File: config.mk
export PLATFORM = sky130hd
export DESIGN_NAME = rot_issue_stage_flat
export DESIGN_NICKNAME = d
export VERILOG_FILES = /design/src/rtl/rot_issue_if.sv /design/src/rtl/rot_issue_stage.sv /design/src/flat_wrapper.sv
export SDC_FILE = /design/constraint.sdc
export NUM_CORES = 1
export LEC_CHECK = 0
export BUFFER_PORTS_ARGS = -buffer_cell sky130_fd_sc_hd__buf_2
export CORE_MARGIN = 3
export CORE_UTILIZATION = 51
export DETAILED_ROUTE_END_ITERATION = 10
export PLACE_DENSITY = 0.77
export SETUP_SLACK_MARGIN = 0.3
export SLEW_MARGIN = 20
export SYNTH_ARGS = -nofsm -noshare
export SYNTH_HDL_FRONTEND = slang
export SYNTH_SLANG_ARGS = --single-unit
export TNS_END_PERCENT = 20
File: constraint.sdc
create_clock -name clk -period 2 [get_ports clk]
set_clock_uncertainty 0.15 [all_clocks]
set_input_delay 0.1 -clock clk [delete_from_list [all_inputs] [get_ports clk]]
set_output_delay 0.1 -clock clk [all_outputs]
set_load 0.05 [all_outputs]
File: src/rtl/rot_issue_if.sv
// Request, rotator and result bus of rot_issue_stage.
// master = issue stage side, slave = producer/rotator/consumer side.
interface rot_issue_if;
  logic       in_valid;
  logic       in_ready;
  logic [3:0] in_data;
  logic [2:0] in_amt;
  logic       in_dir;
  logic [3:0] bs_w;
  logic [1:0] bs_s;
  logic [3:0] bs_y;
  logic       out_valid;
  logic       out_ready;
  logic [3:0] out_data;

  modport master (
    input  in_valid, in_data, in_amt, in_dir, bs_y, out_ready,
    output in_ready, bs_w, bs_s, out_valid, out_data
  );

  modport slave (
    output in_valid, in_data, in_amt, in_dir, bs_y, out_ready,
    input  in_ready, bs_w, bs_s, out_valid, out_data
  );
endinterface

File: src/rtl/rot_issue_stage.sv
// Issue stage for the 4-bit rotator: request FIFO -> issue register (bs_w/bs_s) -> result register.
// Optional completed-result counter op_count is built when ROT_STATS_EN is defined.
module rot_issue_stage #(
  parameter int FIFO_DEPTH = 2
) (
  input logic         clk,
  input logic         rst,
  rot_issue_if.master bus
`ifdef ROT_STATS_EN
  ,
  output logic [15:0] op_count
`endif
);
  localparam int AW = $clog2(FIFO_DEPTH);

  typedef struct packed {
    logic [3:0] data;
    logic [1:0] amt;
    logic       dir;
  } req_t;

  req_t        fifo_mem_r [FIFO_DEPTH];
  logic [AW:0] wr_ptr_r;
  logic [AW:0] rd_ptr_r;
  logic        a_valid_r;
  logic [3:0]  bs_w_r;
  logic [1:0]  bs_s_r;
  logic        out_valid_r;
  logic [3:0]  out_data_r;

  logic        fifo_full_s;
  logic        fifo_empty_s;
  logic        push_s;
  logic        a_take_s;
  logic        b_take_s;
  req_t        head_s;
  logic        amt_unused_s;

  // The rotator only rotates right, so a left rotate by n becomes right by (4-n) mod 4.
  function automatic logic [1:0] sel_of(input logic [1:0] amt, input logic dir);
    logic [1:0] s;
    if (dir) begin
      s = 2'd0 - amt;
    end else begin
      s = amt;
    end
    return s;
  endfunction

  assign amt_unused_s = bus.in_amt[2];

  // FIFO status and the stage advance decisions.
  always_comb begin
    fifo_empty_s = (wr_ptr_r == rd_ptr_r);
    fifo_full_s  = (wr_ptr_r[AW] != rd_ptr_r[AW]) &&
                   (wr_ptr_r[AW-1:0] == rd_ptr_r[AW-1:0]);
    push_s       = bus.in_valid && !fifo_full_s;
    b_take_s     = a_valid_r && (!out_valid_r || bus.out_ready);
    a_take_s     = !fifo_empty_s && (!a_valid_r || b_take_s);
    head_s       = fifo_mem_r[rd_ptr_r[AW-1:0]];
  end

  // FIFO storage; contents are meaningless until the pointers say otherwise.
  always_ff @(posedge clk) begin
    if (push_s) begin
      fifo_mem_r[wr_ptr_r[AW-1:0]] <= '{data: bus.in_data, amt: bus.in_amt[1:0], dir: bus.in_dir};
    end
  end

  // FIFO pointers, issue register and result register.
  always_ff @(posedge clk or posedge rst) begin
    if (rst) begin
      wr_ptr_r    <= '0;
      rd_ptr_r    <= '0;
      a_valid_r   <= 1'b0;
      bs_w_r      <= 4'd0;
      bs_s_r      <= 2'd0;
      out_valid_r <= 1'b0;
      out_data_r  <= 4'd0;
    end else begin
      if (push_s) begin
        wr_ptr_r <= wr_ptr_r + (AW+1)'(1);
      end
      if (a_take_s) begin
        rd_ptr_r  <= rd_ptr_r + (AW+1)'(1);
        a_valid_r <= 1'b1;
        bs_w_r    <= head_s.data;
        bs_s_r    <= sel_of(head_s.amt, head_s.dir);
      end else if (b_take_s) begin
        a_valid_r <= 1'b0;
      end
      // bs_y is the rotator's view of the registered bs_w/bs_s.
      if (b_take_s) begin
        out_valid_r <= 1'b1;
        out_data_r  <= bus.bs_y;
      end else if (out_valid_r && bus.out_ready) begin
        out_valid_r <= 1'b0;
      end
    end
  end

  assign bus.in_ready  = !fifo_full_s;
  assign bus.bs_w      = bs_w_r;
  assign bus.bs_s      = bs_s_r;
  assign bus.out_valid = out_valid_r;
  assign bus.out_data  = out_data_r;

`ifdef ROT_STATS_EN
  logic [15:0] op_count_r;

  // Completed-result counter, wraps naturally at 16 bits.
  always_ff @(posedge clk or posedge rst) begin
    if (rst) begin
      op_count_r <= 16'd0;
    end else if (out_valid_r && bus.out_ready) begin
      op_count_r <= op_count_r + 16'd1;
    end
  end

  assign op_count = op_count_r;
`endif
endmodule

File: src/flat_wrapper.sv
// flat-port wrapper written by rule: the top's interface ports become plain ports
module rot_issue_stage_flat 
#(
  parameter int FIFO_DEPTH = 2
)
  (clk, rst, bus_in_valid, bus_in_data, bus_in_amt, bus_in_dir, bus_bs_y, bus_out_ready, bus_in_ready, bus_bs_w, bus_bs_s, bus_out_valid, bus_out_data);
  rot_issue_if bus_i ();
  input logic clk;
  input logic rst;
  input wire logic [$bits(bus_i.in_valid)-1:0] bus_in_valid;
  input wire logic [$bits(bus_i.in_data)-1:0] bus_in_data;
  input wire logic [$bits(bus_i.in_amt)-1:0] bus_in_amt;
  input wire logic [$bits(bus_i.in_dir)-1:0] bus_in_dir;
  input wire logic [$bits(bus_i.bs_y)-1:0] bus_bs_y;
  input wire logic [$bits(bus_i.out_ready)-1:0] bus_out_ready;
  output wire logic [$bits(bus_i.in_ready)-1:0] bus_in_ready;
  output wire logic [$bits(bus_i.bs_w)-1:0] bus_bs_w;
  output wire logic [$bits(bus_i.bs_s)-1:0] bus_bs_s;
  output wire logic [$bits(bus_i.out_valid)-1:0] bus_out_valid;
  output wire logic [$bits(bus_i.out_data)-1:0] bus_out_data;
  assign bus_i.in_valid = bus_in_valid;
  assign bus_i.in_data = bus_in_data;
  assign bus_i.in_amt = bus_in_amt;
  assign bus_i.in_dir = bus_in_dir;
  assign bus_i.bs_y = bus_bs_y;
  assign bus_i.out_ready = bus_out_ready;
  assign bus_in_ready = bus_i.in_ready;
  assign bus_bs_w = bus_i.bs_w;
  assign bus_bs_s = bus_i.bs_s;
  assign bus_out_valid = bus_i.out_valid;
  assign bus_out_data = bus_i.out_data;
  rot_issue_stage #(.FIFO_DEPTH(FIFO_DEPTH)) u_core (.clk(clk), .rst(rst), .bus(bus_i));
endmodule
==> key figures, run 1 <==
Global route
  • Vias in the first global route: 776
  • Antenna violations before repair: 0
  • Sum of overflow across all layers after global routing: 0
  • GR Util All Layers: 16.8%
  • Global-route wire length before repair: 3.24 mm
  • Pin count of the biggest net entering global routing: 17

Final layout
  • Fraction of final layout cells sized beyond drive strength 1: 38.4%
  • Most common cell after layout, fill and taps aside: sky130_fd_sc_hd__buf_2
  • P&R area growth vs syn: 35.4%
  • FILL cells: 139
  • Final standard cell area without fillers: 0.00158 sq mm
  • Core utilization of the finished layout: 76.8%
  • Antenna cells: 0
  • Finished Layout Cells: 152
  • Final layout net count: 140
  • Most frequent cells in the layout: sky130_fd_sc_hd__buf_2, sky130_fd_sc_hd__dfrtp_1, sky130_fd_sc_hd__dlygate4sd3_1, sky130_fd_sc_hd__edfxtp_1, sky130_fd_sc_hd__nand2_1

Power and ir drop
  • Share of power burned in registers: 38.5%
  • Share of total power consumed by net switching: 42.4%
  • Pwr dens: 1720 mW/mm^2
  • Share of power burned in the clock network: 15.8%
  • Internal power: 1.57 mW
  • Net switching power: 1.16 mW
  • Worst IR drop on VDD: 1.28 mV
  • Power consumption: 2.73 mW
  • Share of total power in combinational logic: 45.7%
  • Static leakage power: 0.685 nW

Placement
  • Placed instance count: 130
  • Buffers added on ports: 26
  • GP Congestion: 0.664
  • Worst setup timing slack at the placement stage: 0.310 ns
  • Total placed instance area: 0.00134 sq mm
  • DP HPWL: 1.23 mm

Logic synthesis
  • Net count after synthesis: 94
  • Number of instances in the synthesized netlist: 78
  • Sequential area share after synthesis: 70.2%
  • Average cell area after synthesis: 15.0 sq um
  • Number of warnings issued by yosys: 0
  • Flop and latch count out of synthesis: 30
  • Combined area of all synthesized cells: 0.00117 sq mm
  • Post-synth cell types: 18

Floorplan
  • Effective utilization at floorplan: 56.7%
  • Cell row count: 16
  • Horizontal die dimension: 53.9 microns
  • Die Ht: 53.9 microns
  • Die area: 0.00290 sq mm
  • Core region area: 0.00206 sq mm
  • Top-level port count: 28

Critical path
  • Number of buffer and inverter stages on the critical path: 0
  • Slowest stage delay, CP: 0.45 ns
  • Worst Setup End Kind: register
  • Signal arrival time at the worst endpoint: 1.68 ns
  • Critical-path cell list: xor2_2 -> o21ai_2 -> nor2_1 -> xor2_1
  • Worst-path cell with the longest stage delay: sky130_fd_sc_hd__dfrtp_1
  • CP Launch Type: register
  • Classification of the worst setup path: register to register
  • Largest fanout on the critical path: 14
  • Kind of cell adding the most delay to the critical path: flip-flops
  • Endpoint required time on the critical path: 2.05 ns

STA
  • Worst hold slack after final layout: 0.227 ns
  • Final-report hold violation count: 0
  • Headroom to the max-slew limit: 61.4%
  • Setup slack after layout: 0.363 ns
  • FMAX: 611 MHz
  • Setup TNS: 0 ns
  • Actual transition at the worst max-transition pin: 0.579 ns
  • Count of final max-slew check failures: 0
  • Share of the cycle needed by the critical path after routing: 81.8%
  • Setup repair after global routing missed its margin: true
  • Final setup violation count: 0
  • Tmin final: 1.64 ns

Worst hold path
  • Class of the tightest hold or removal check: primary input to asynchronous set/reset pin

Routing
  • Average wire per cell in the routed design: 12.8 microns
  • Mean number of vias per cell: 4.85
  • Detailed router's first-iteration violation count: 4
  • Overall routed net length: 1.94 mm
  • Count of unresolved DRC violations after routing: 0
  • Number of nets with antenna violations after routing: 0
  • First-pass DRT Iterations: 4
  • Via total after detailed routing: 737

Clock network
  • Cell at the root of the clock tree: sky130_fd_sc_hd__clkbuf_4
  • Worst-skew pair later-pin latency: 0.32 ns
  • Num CTS Buffers: 5
  • Post-CTS setup repair buffer count: 0
  • Clock transition at path regs: 0.09 ns
  • Number of buffers on the longest clock path: 2
  • H-Tree Depth: 2
  • Clock Sinks: 30
  • CTS tree: built

Status
  • Run status: finished, final reports clean

Flow run
  • Maximum capacitance violations: 0
## layout make-up
class	instances	area [sq um]	area share, %
Clock buffer	8	78.8	4.98
Inverter	2	7.51	0.474
Multi-Input combinational cell	44	360	22.8
Sequential cell	30	822	51.9
Tap cell	27	33.8	2.13
Timing Repair Buffer	41	280	17.7
## repair_timing
| item | CTS | global route |
|---|---|---|
| hold buffers | 14 | 0 |
| hold endpoints to repair | 37 | 0 |
| pin swaps | 1 | 0 |
| setup endpoints to repair | 2 | 13 |
| gates resized for setup | 3 | 1 |
| cloned | 0 | 0 |
## cell families (layout without fill, tap and decap cells)
kind of cell / count (synthesis) / after routing / share of synthesized area [%]
DFF: 30 / 30 / 70.2
and+or+nand+nor: 19 / 19 / 7.92
muxes: 10 / 10 / 8.99
xor gates and xnor gates: 8 / 8 / 7.28
AOI/OAI and AO/OA: 7 / 7 / 3.32
buffers and inverters: 4 / 51 / 2.25
## worst paths after layout
check	from	to	slack (ns)	cells past startpoint
min in group clk	u_core.bus.bs_w[3]$_DFFE_PP0P_	u_core.bus.bs_w[3]$_DFFE_PP0P_	0.33	2
min	rst	u_core.bus.out_data[3]$_DFFE_PP0P_	0.23	3
max reg2reg	u_core.wr_ptr_r[1]$_DFFE_PP0P_	u_core.rd_ptr_r[1]$_DFFE_PP0P_	0.36	4
max in group asynchronous	rst	u_core.wr_ptr_r[0]$_DFFE_PP0P_	1.05	3
min reg2reg	u_core.bus.bs_w[3]$_DFFE_PP0P_	u_core.bus.bs_w[3]$_DFFE_PP0P_	0.33	2
max	u_core.wr_ptr_r[1]$_DFFE_PP0P_	u_core.rd_ptr_r[1]$_DFFE_PP0P_	0.36	4
## power groups by stage
stage                     Sequential (mW)  Clock (mW)  Combinational (mW)
after floorplan                      1.33           0               0.695
after global placement               1.03           0                1.18
after detailed placement             1.04           0                1.21
after CTS                            1.04       0.442                1.25
after global routing                 1.08       0.473                1.37
final                                1.05       0.429                1.25
## cell usage after synthesis
| cell | number | area share (%) |
|---|---|---|
| sky130_fd_sc_hd__o21ai_2 | 1 | 0.75 |
| sky130_fd_sc_hd__mux2_2 | 4 | 3.9 |
| sky130_fd_sc_hd__edfxtp_1 | 14 | 36 |
| sky130_fd_sc_hd__dfrtp_1 | 16 | 34 |
| sky130_fd_sc_hd__o21ai_0 | 6 | 2.6 |
| sky130_fd_sc_hd__xor2_1 | 2 | 1.5 |
| sky130_fd_sc_hd__buf_4 | 1 | 0.64 |
| sky130_fd_sc_hd__xor2_2 | 2 | 2.8 |
| sky130_fd_sc_hd__nand3b_1 | 1 | 0.64 |
| sky130_fd_sc_hd__nand2_1 | 11 | 3.5 |
| sky130_fd_sc_hd__inv_1 | 2 | 0.64 |
| sky130_fd_sc_hd__buf_6 | 1 | 0.96 |
| sky130_fd_sc_hd__nor2_1 | 3 | 0.96 |
| sky130_fd_sc_hd__nand2b_2 | 1 | 0.75 |
| sky130_fd_sc_hd__xnor2_1 | 4 | 3.0 |
| sky130_fd_sc_hd__mux2i_1 | 6 | 5.1 |
| sky130_fd_sc_hd__nand2b_1 | 2 | 1.1 |
| sky130_fd_sc_hd__and3_4 | 1 | 0.96 |
## layer usage
| layer | global-route usage (%) | vias up | routed length (microns) | share of wire [%] |
|---|---|---|---|---|
| li1 | - | 360 | - | - |
| met1 | 14.5 | 345 | 731 | 38 |
| met2 | 31.9 | 25 | 1030 | 53 |
| met3 | 6.09 | 7 | 127 | 6.5 |
| met4 | 10.2 | 0 | 51 | 2.6 |
| met5 | 0 | - | 0 | 0 |
## worst min-delay path: stages
cell	delay, ns
sky130_fd_sc_hd__dlygate4sd3_1	0.53
sky130_fd_sc_hd__buf_2	0.12
sky130_fd_sc_hd__inv_1	0.42
## state kept, by name, summed over array words and instances (netlist names)
signal                count
u_core.fifo_mem_r        14
u_core.bus.bs_w           4
u_core.bus.bs_s           2
u_core.wr_ptr_r           2
u_core.rd_ptr_r           2
u_core.bus.out_valid      1
u_core.bus.out_data       4
u_core.a_valid_r          1
Note: power is estimated with default switching activity, not from simulation.
==> inputs of run 2 (changes only) <==
==> constraint.sdc (replaced) <==
create_clock -name clk -period 1.6 [get_ports clk]
set_clock_uncertainty 0.15 [all_clocks]
set_input_delay 0.08 -clock clk [delete_from_list [all_inputs] [get_ports clk]]
set_output_delay 0.08 -clock clk [all_outputs]
set_load 0.05 [all_outputs]
==> run 2 against run 1 <==
Hold slack worse by 0.034 ns. Clock power is 3% lower. Critical endpoint is now bus_in_ready. Clock-buffer cell count down 2. Die area unchanged. Via count grew 1.8%. Cell area grew 4.6%. Critical path type is now register to output pin. Largest power group unchanged.
==> key figures, run 2 (same netlist as run 1, synthesis figures left out) <==
Status
  • Run status: finished, final reports clean (unchanged)

Placement
  • Worst setup timing slack at the placement stage: 0.0572 ns (was 0.310 ns)
  • GP Congestion: 0.739 (was 0.664)
  • Total placed instance area: 0.00136 sq mm (was 0.00134 sq mm)
  • Buffers added on ports: 26 (unchanged)

STA
  • Final setup violation count: 0 (unchanged)
  • Setup slack after layout: 0.0582 ns (was 0.363 ns)
  • Actual transition at the worst max-transition pin: 0.591 ns (was 0.579 ns)
  • Headroom to the max-slew limit: 60.5% (was 61.4%)
  • Final-report hold violation count: 0 (unchanged)
  • Worst hold slack after final layout: 0.193 ns (was 0.227 ns)
  • Setup TNS: 0 ns (unchanged)
  • Setup repair after global routing missed its margin: true (unchanged)
  • FMAX: 649 MHz
  • Count of final max-slew check failures: 0 (unchanged)
  • Share of the cycle needed by the critical path after routing: 96.4%
  • Tmin final: 1.54 ns

Final layout
  • Fraction of final layout cells sized beyond drive strength 1: 45.9% (was 38.4%)
  • Final layout net count: 150 (was 140)
  • P&R area growth vs syn: 41.6% (was 35.4%)
  • Most frequent cells in the layout: sky130_fd_sc_hd__buf_2, sky130_fd_sc_hd__dfrtp_1, sky130_fd_sc_hd__dlygate4sd3_1, sky130_fd_sc_hd__edfxtp_1, sky130_fd_sc_hd__buf_4 (was sky130_fd_sc_hd__buf_2, sky130_fd_sc_hd__dfrtp_1, sky130_fd_sc_hd__dlygate4sd3_1, sky130_fd_sc_hd__edfxtp_1, sky130_fd_sc_hd__nand2_1)
  • Most common cell after layout, fill and taps aside: sky130_fd_sc_hd__buf_2 (unchanged)
  • Antenna cells: 0 (unchanged)
  • Final standard cell area without fillers: 0.00166 sq mm (was 0.00158 sq mm)
  • FILL cells: 119 (was 139)
  • Largest register FFs: 14 (unchanged)

Routing
  • Detailed router's first-iteration violation count: 4 (unchanged)
  • Mean number of vias per cell: 4.63 (was 4.85)
  • Average wire per cell in the routed design: 13.4 microns (was 12.8 microns)
  • Overall routed net length: 2.16 mm (was 1.94 mm)
  • Count of unresolved DRC violations after routing: 0 (unchanged)
  • Number of nets with antenna violations after routing: 0 (unchanged)
  • Via total after detailed routing: 750 (was 737)
  • First-pass DRT Iterations: 4 (unchanged)

Critical path
  • Endpoint required time on the critical path: 1.37 ns (was 2.05 ns)
  • Worst Setup End Kind: output pin (was register)
  • Signal arrival time at the worst endpoint: 1.31 ns (was 1.68 ns)
  • Worst R2R Setup Slack: 0.07 ns (was 0.36 ns)
  • Worst-path cell with the longest stage delay: sky130_fd_sc_hd__dfrtp_1 (unchanged)
  • Largest fanout on the critical path: 3 (was 14)
  • Critical-path cell list: xor2_2 -> nand2b_4 -> buf_6 (was xor2_2 -> o21ai_2 -> nor2_1 -> xor2_1)
  • CP Launch Type: register (unchanged)
  • Slowest stage delay, CP: 0.42 ns (was 0.45 ns)
  • Classification of the worst setup path: register to output pin (was register to register)

Clock network
  • CTS tree: built (unchanged)
  • Clock Sinks: 30 (unchanged)
  • Cell at the root of the clock tree: sky130_fd_sc_hd__clkbuf_4 (unchanged)
  • Num CTS Buffers: 5 (unchanged)
  • Number of buffers on the longest clock path: 2 (unchanged)
  • Worst-skew pair later-pin latency: 0.32 ns (about the same)
  • H-Tree Depth: 2 (unchanged)
  • Clock transition at path regs: 0.10 ns (was 0.09 ns)

Floorplan
  • Cell row count: 16 (unchanged)
  • Effective utilization at floorplan: 56.7% (unchanged)
  • Die area: 0.00290 sq mm (unchanged)
  • Horizontal die dimension: 53.9 microns (unchanged)
  • Core region area: 0.00206 sq mm (unchanged)
  • Die Ht: 53.9 microns (unchanged)
  • Top-level port count: 28 (unchanged)

Global route
  • Global-route wire length before repair: 3.33 mm (was 3.24 mm)
  • Antenna violations before repair: 0 (unchanged)
  • Pin count of the biggest net entering global routing: 17 (unchanged)
  • Vias in the first global route: 787 (was 776)
  • Sum of overflow across all layers after global routing: 0 (unchanged)
  • GR Util All Layers: 17.8% (was 16.8%)

Flow run
  • Maximum capacitance violations: 0 (unchanged)

Power and ir drop
  • Worst IR drop on VDD: 1.64 mV (was 1.28 mV)
  • Static leakage power: 0.731 nW (was 0.685 nW)
  • Power consumption: 3.73 mW (was 2.73 mW)
  • Pwr dens: 2260 mW/mm^2 (was 1720 mW/mm^2)

Worst hold path
  • Class of the tightest hold or removal check: primary input to asynchronous set/reset pin (unchanged)
==> run 2: cell types whose count changed in the layout (fill, tap and decap cells not counted), moves of 2 or more <==
cell	delta
sky130_fd_sc_hd__nand2_2	+3
sky130_fd_sc_hd__o21ai_0	-3
sky130_fd_sc_hd__clkbuf_8	-3
sky130_fd_sc_hd__buf_6	+3
sky130_fd_sc_hd__clkinv_2	+2
sky130_fd_sc_hd__nand2_1	-3
sky130_fd_sc_hd__o21ai_2	+2
sky130_fd_sc_hd__buf_4	+7
==> run 2: repair_timing <==
action | in CTS | in global routing
buffers inserted | 5 | 2
cloned | 0 | 1
hold buffers | 14 | 0
pin swaps | 3 | 5
hold endpoints to repair | 37 | 0
endpoints found under the setup margin | 25 | 29
gates resized for setup | 3 | 13
==> run 2: metal layers <==
layer  track usage, %  vias to the layer above  share of wire [%]
met5                0                        -                  0
met4             10.2                        0                2.6
met3             8.59                        8                7.4
met2             29.6                       28                 51
met1             17.9                      336                 39
li1                 -                      378                  -
==> run 2: per-stage QoR <==
stage | utilization, % | cells
2_1_floorplan | - | 78
3_3_place_gp | 65.8 | 132
3_5_place_dp | 65.8 | 132
4_1_cts | 77.5 | 159
5_1_grt | 80.3 | 162
6_report | 80.3 | 162
==> run 2: where the power goes <==
part / internal, mW / total [mW] / switching, mW
Combinational: 0.824 / 2.05 / 1.22
Clock: 0.167 / 0.415 / 0.248
Sequential: 1.12 / 1.27 / 0.147
==> run 2: cell type report <==
cell class	count	area (sq um)	area share, %
clock buffer	6	41.3	2.49
multi-input combinational	44	375	22.7
inverter	2	7.51	0.454
sequential	30	821	49.6
timing repair buffer	51	367	22.1
tap	27	33.8	2.04
clock inverter	2	10.0	0.605
==> run 2: final timing paths <==
path | start | cells after the start | to
max in group asynchronous | rst | 3 | u_core.wr_ptr_r[0]$_DFFE_PP0P_
worst min register to register | u_core.bus.bs_w[2]$_DFFE_PP0P_ | 2 | u_core.bus.bs_w[2]$_DFFE_PP0P_
worst max register to register | u_core.wr_ptr_r[1]$_DFFE_PP0P_ | 5 | u_core.rd_ptr_r[0]$_DFFE_PP0P_
min in group clk | bus_in_data[3] | 2 | u_core.fifo_mem_r[1][6]$_DFFE_PP_
worst max-delay path | u_core.wr_ptr_r[1]$_DFFE_PP0P_ | 3 | bus_in_ready
worst min-delay path | rst | 3 | u_core.bus.out_data[1]$_DFFE_PP0P_
==> run 2: worst max-delay path, delay by kind of cell, from the launching register on <==
kind	cells	cell delay, ns
XOR/XNOR	1	0.29
buffers and inverters	1	0.17
flip-flops	1	0.42
AND/OR/NAND/NOR	1	0.11
==> inputs of run 3 (changes only) <==
--- a/config.mk
+++ b/config.mk
@@ -5,6 +5,7 @@
 export SDC_FILE = /design/constraint.sdc
 export NUM_CORES = 1
 export LEC_CHECK = 0
+export ABC_CLOCK_PERIOD_IN_PS = 1600
 export BUFFER_PORTS_ARGS = -buffer_cell sky130_fd_sc_hd__buf_2
 export CORE_MARGIN = 3
 export CORE_UTILIZATION = 51
==> constraint.sdc (replaced) <==
create_clock -name clk -period 1.6 [get_ports clk]
set_clock_uncertainty 0.15 [all_clocks]
set_input_delay 0.16 -clock clk [delete_from_list [all_inputs] [get_ports clk]]
set_output_delay 0.16 -clock clk [all_outputs]
set_load 0.01 [all_outputs]
==> run 3 against run 2 <==
The run now ends with negative hold slack left. Core utilization shrank 2.3 points. Non-clock buffer count shrank 5. Cell area shrank 2.9%. Sequential power is essentially flat. Cell count shrank 3.1%. Combinational power shrank 29%.
==> key figures, run 3 (same netlist as run 1, synthesis figures left out) <==
Floorplan
  • Die area: 0.00290 sq mm (unchanged)
  • Effective utilization at floorplan: 56.7% (unchanged)
  • Horizontal die dimension: 53.9 microns (unchanged)
  • Die Ht: 53.9 microns (unchanged)
  • Cell row count: 16 (unchanged)
  • Top-level port count: 28 (unchanged)
  • Core region area: 0.00206 sq mm (unchanged)

Flow run
  • Maximum capacitance violations: 0 (unchanged)

Final layout
  • Antenna cells: 0 (unchanged)
  • FILL cells: 130 (was 119)
  • Storage cell area: 823 sq um (was 821 sq um)
  • Most frequent cells in the layout: sky130_fd_sc_hd__buf_2, sky130_fd_sc_hd__dfrtp_1, sky130_fd_sc_hd__edfxtp_1 (was sky130_fd_sc_hd__buf_2, sky130_fd_sc_hd__dfrtp_1, sky130_fd_sc_hd__dlygate4sd3_1, sky130_fd_sc_hd__edfxtp_1, sky130_fd_sc_hd__buf_4)
  • Multi-input combinational cell area: 375 sq um (unchanged)
  • Largest register FFs: 14 (unchanged)
  • P&R area growth vs syn: 37.6% (was 41.6%)
  • Final layout net count: 145 (was 150)
  • Fraction of final layout cells sized beyond drive strength 1: 42.3% (was 45.9%)
  • Most common cell after layout, fill and taps aside: sky130_fd_sc_hd__buf_2 (unchanged)
  • Finished Layout Cells: 157 (was 162)

Critical path
  • Worst Setup End Kind: output pin (unchanged)
  • Classification of the worst setup path: register to output pin (unchanged)
  • Worst-path cell with the longest stage delay: sky130_fd_sc_hd__dfrtp_2 (was sky130_fd_sc_hd__dfrtp_1)
  • CP Launch Type: register (unchanged)
  • Slowest stage delay, CP: 0.45 ns (was 0.42 ns)
  • Largest fanout on the critical path: 3 (unchanged)
  • Signal arrival time at the worst endpoint: 1.20 ns (was 1.31 ns)
  • Endpoint required time on the critical path: 1.29 ns (was 1.37 ns)
  • Critical-path cell list: xor2_4 -> nand2b_4 -> buf_6 (was xor2_2 -> nand2b_4 -> buf_6)
  • R2R cell count: 5 (unchanged)

STA
  • Share of the cycle needed by the critical path after routing: 94.6% (was 96.4%)
  • Setup repair after global routing missed its margin: true (unchanged)
  • Count of final max-slew check failures: 0 (unchanged)
  • Final setup violation count: 0 (unchanged)
  • Actual transition at the worst max-transition pin: 0.567 ns (was 0.591 ns)
  • Headroom to the max-slew limit: 62.2% (was 60.5%)
  • Final-report hold violation count: 1 (was 0)
  • Setup TNS: 0 ns (unchanged)
  • Tmin final: 1.51 ns (was 1.54 ns)
  • Worst hold slack after final layout: -0.00541 ns (was 0.193 ns)
  • FMAX: 661 MHz (was 649 MHz)

Placement
  • GP Congestion: 0.712 (was 0.739)
  • Placed instance count: 132 (unchanged)
  • Buffers added on ports: 26 (unchanged)

Worst hold path
  • Class of the tightest hold or removal check: primary input to register (was primary input to asynchronous set/reset pin)
  • Number of instances on the worst hold path: 3

Status
  • Violations in the final reports: negative hold slack
  • Run status: complete, but fails checks (was finished, final reports clean)

Global route
  • Global-route wire length before repair: 3.18 mm (was 3.33 mm)
  • Antenna violations before repair: 0 (unchanged)
  • Pin count of the biggest net entering global routing: 17 (unchanged)
  • GR Util All Layers: 16.2% (was 17.8%)
  • Sum of overflow across all layers after global routing: 0 (unchanged)
  • Vias in the first global route: 803 (was 787)

Power and ir drop
  • Pwr dens: 1960 mW/mm^2 (was 2260 mW/mm^2)
  • Worst IR drop on VDD: 1.26 mV (was 1.64 mV)
  • Power consumption: 3.15 mW (was 3.73 mW)
  • Static leakage power: 0.703 nW (was 0.731 nW)

Routing
  • Detailed router's first-iteration violation count: 3 (was 4)
  • Via total after detailed routing: 741 (was 750)
  • Average wire per cell in the routed design: 13.0 microns (was 13.4 microns)
  • Count of unresolved DRC violations after routing: 0 (unchanged)
  • Mean number of vias per cell: 4.72 (was 4.63)
  • First-pass DRT Iterations: 3 (was 4)
  • Overall routed net length: 2.04 mm (was 2.16 mm)
  • Number of nets with antenna violations after routing: 0 (unchanged)

Clock network
  • Cell at the root of the clock tree: sky130_fd_sc_hd__clkbuf_4 (unchanged)
  • H-Tree Depth: 2 (unchanged)
  • Worst-skew pair later-pin latency: 0.31 ns (was 0.32 ns)
  • Clock transition at path regs: 0.09 ns (was 0.10 ns)
  • Clock Sinks: 30 (unchanged)
  • Number of buffers on the longest clock path: 2 (unchanged)
  • CTS tree: built (unchanged)
  • Num CTS Buffers: 5 (unchanged)
## run 3: cell count changes in the layout (fill, tap and decap cells not counted), sizes merged
cell / change
dlygate4sd3: -2
buf: -3
## run 3: critical path: cells and delay by family, from the launching register on
kind / cells / cell delay [ns]
XOR/XNOR: 1 / 0.22
AND/OR/NAND/NOR: 1 / 0.09
buffers and inverters: 1 / 0.13
flip-flops: 1 / 0.45
## run 3: timing repair
| item | CTS | global route |
|---|---|---|
| endpoints found under the setup margin | 25 | 25 |
| hold endpoints to repair | 36 | 0 |
| buffers inserted | 3 | 1 |
| hold buffers | 12 | 0 |
| pin swaps | 3 | 2 |
| gates resized for setup | 2 | 8 |
| cloned | 0 | 1 |
## run 3: routing by layer
metal  track usage [%]  part of all wire [%]  vias to the layer above
met2              31.0                    56                       25
li1                  -                     -                      365
met1              15.1                    37                      349
met3              5.26                   6.0                        2
met5                 0                     0                        -
met4              7.66                  0.78                        0
## run 3: path summary, 6_finish.rpt
| kind | startpoint | to | slack (ns) |
|---|---|---|---|
| worst min register to register | u_core.bus.bs_s[1]$_DFFE_PP0P_ | u_core.bus.bs_s[1]$_DFFE_PP0P_ | 0.33 |
| worst min-delay path | bus_out_ready | u_core.bus.out_valid$_DFFE_PP0P_ | -0.005 |
| worst max-delay path | u_core.wr_ptr_r[1]$_DFFE_PP0P_ | bus_in_ready | 0.09 |
| worst max register to register | u_core.wr_ptr_r[1]$_DFFE_PP0P_ | u_core.bus.bs_w[1]$_DFFE_PP0P_ | 0.11 |
| max in group asynchronous | rst | u_core.wr_ptr_r[1]$_DFFE_PP0P_ | 0.61 |
| min in group asynchronous | rst | u_core.bus.out_valid$_DFFE_PP0P_ | 0.28 |
## run 3: area by class of cell
type	count	area share, %
Multi-Input combinational cell	44	23.3
Tap cell	27	2.10
Inverter	2	0.467
Clock buffer	6	2.57
Sequential cell	30	51.2
Clock inverter	2	0.545
Timing Repair Buffer	46	19.8
## run 3: metrics by stage
stage / worst slack (ns) / utilization (%) / cell area (sq um) / hold WS, ns
floorplan: 0.0466 / - / 1190 / -0.0763
global placement: 0.0592 / 65.8 / 1360 / 0.0910
detailed placement: 0.0473 / 65.8 / 1360 / 0.104
CTS: 0.0676 / 75.8 / 1560 / -0.0242
global route: 0.0261 / 78.0 / 1610 / 0.0135
finish: 0.0861 / 78.0 / 1610 / -0.00541
## run 3: where the power goes
| group | switching, mW | internal [mW] | total [mW] |
|---|---|---|---|
| Combinational | 0.721 | 0.740 | 1.46 |
| Sequential | 0.163 | 1.13 | 1.29 |
| Clock | 0.233 | 0.165 | 0.398 |
| Total | 1.12 | 2.03 | 3.15 |
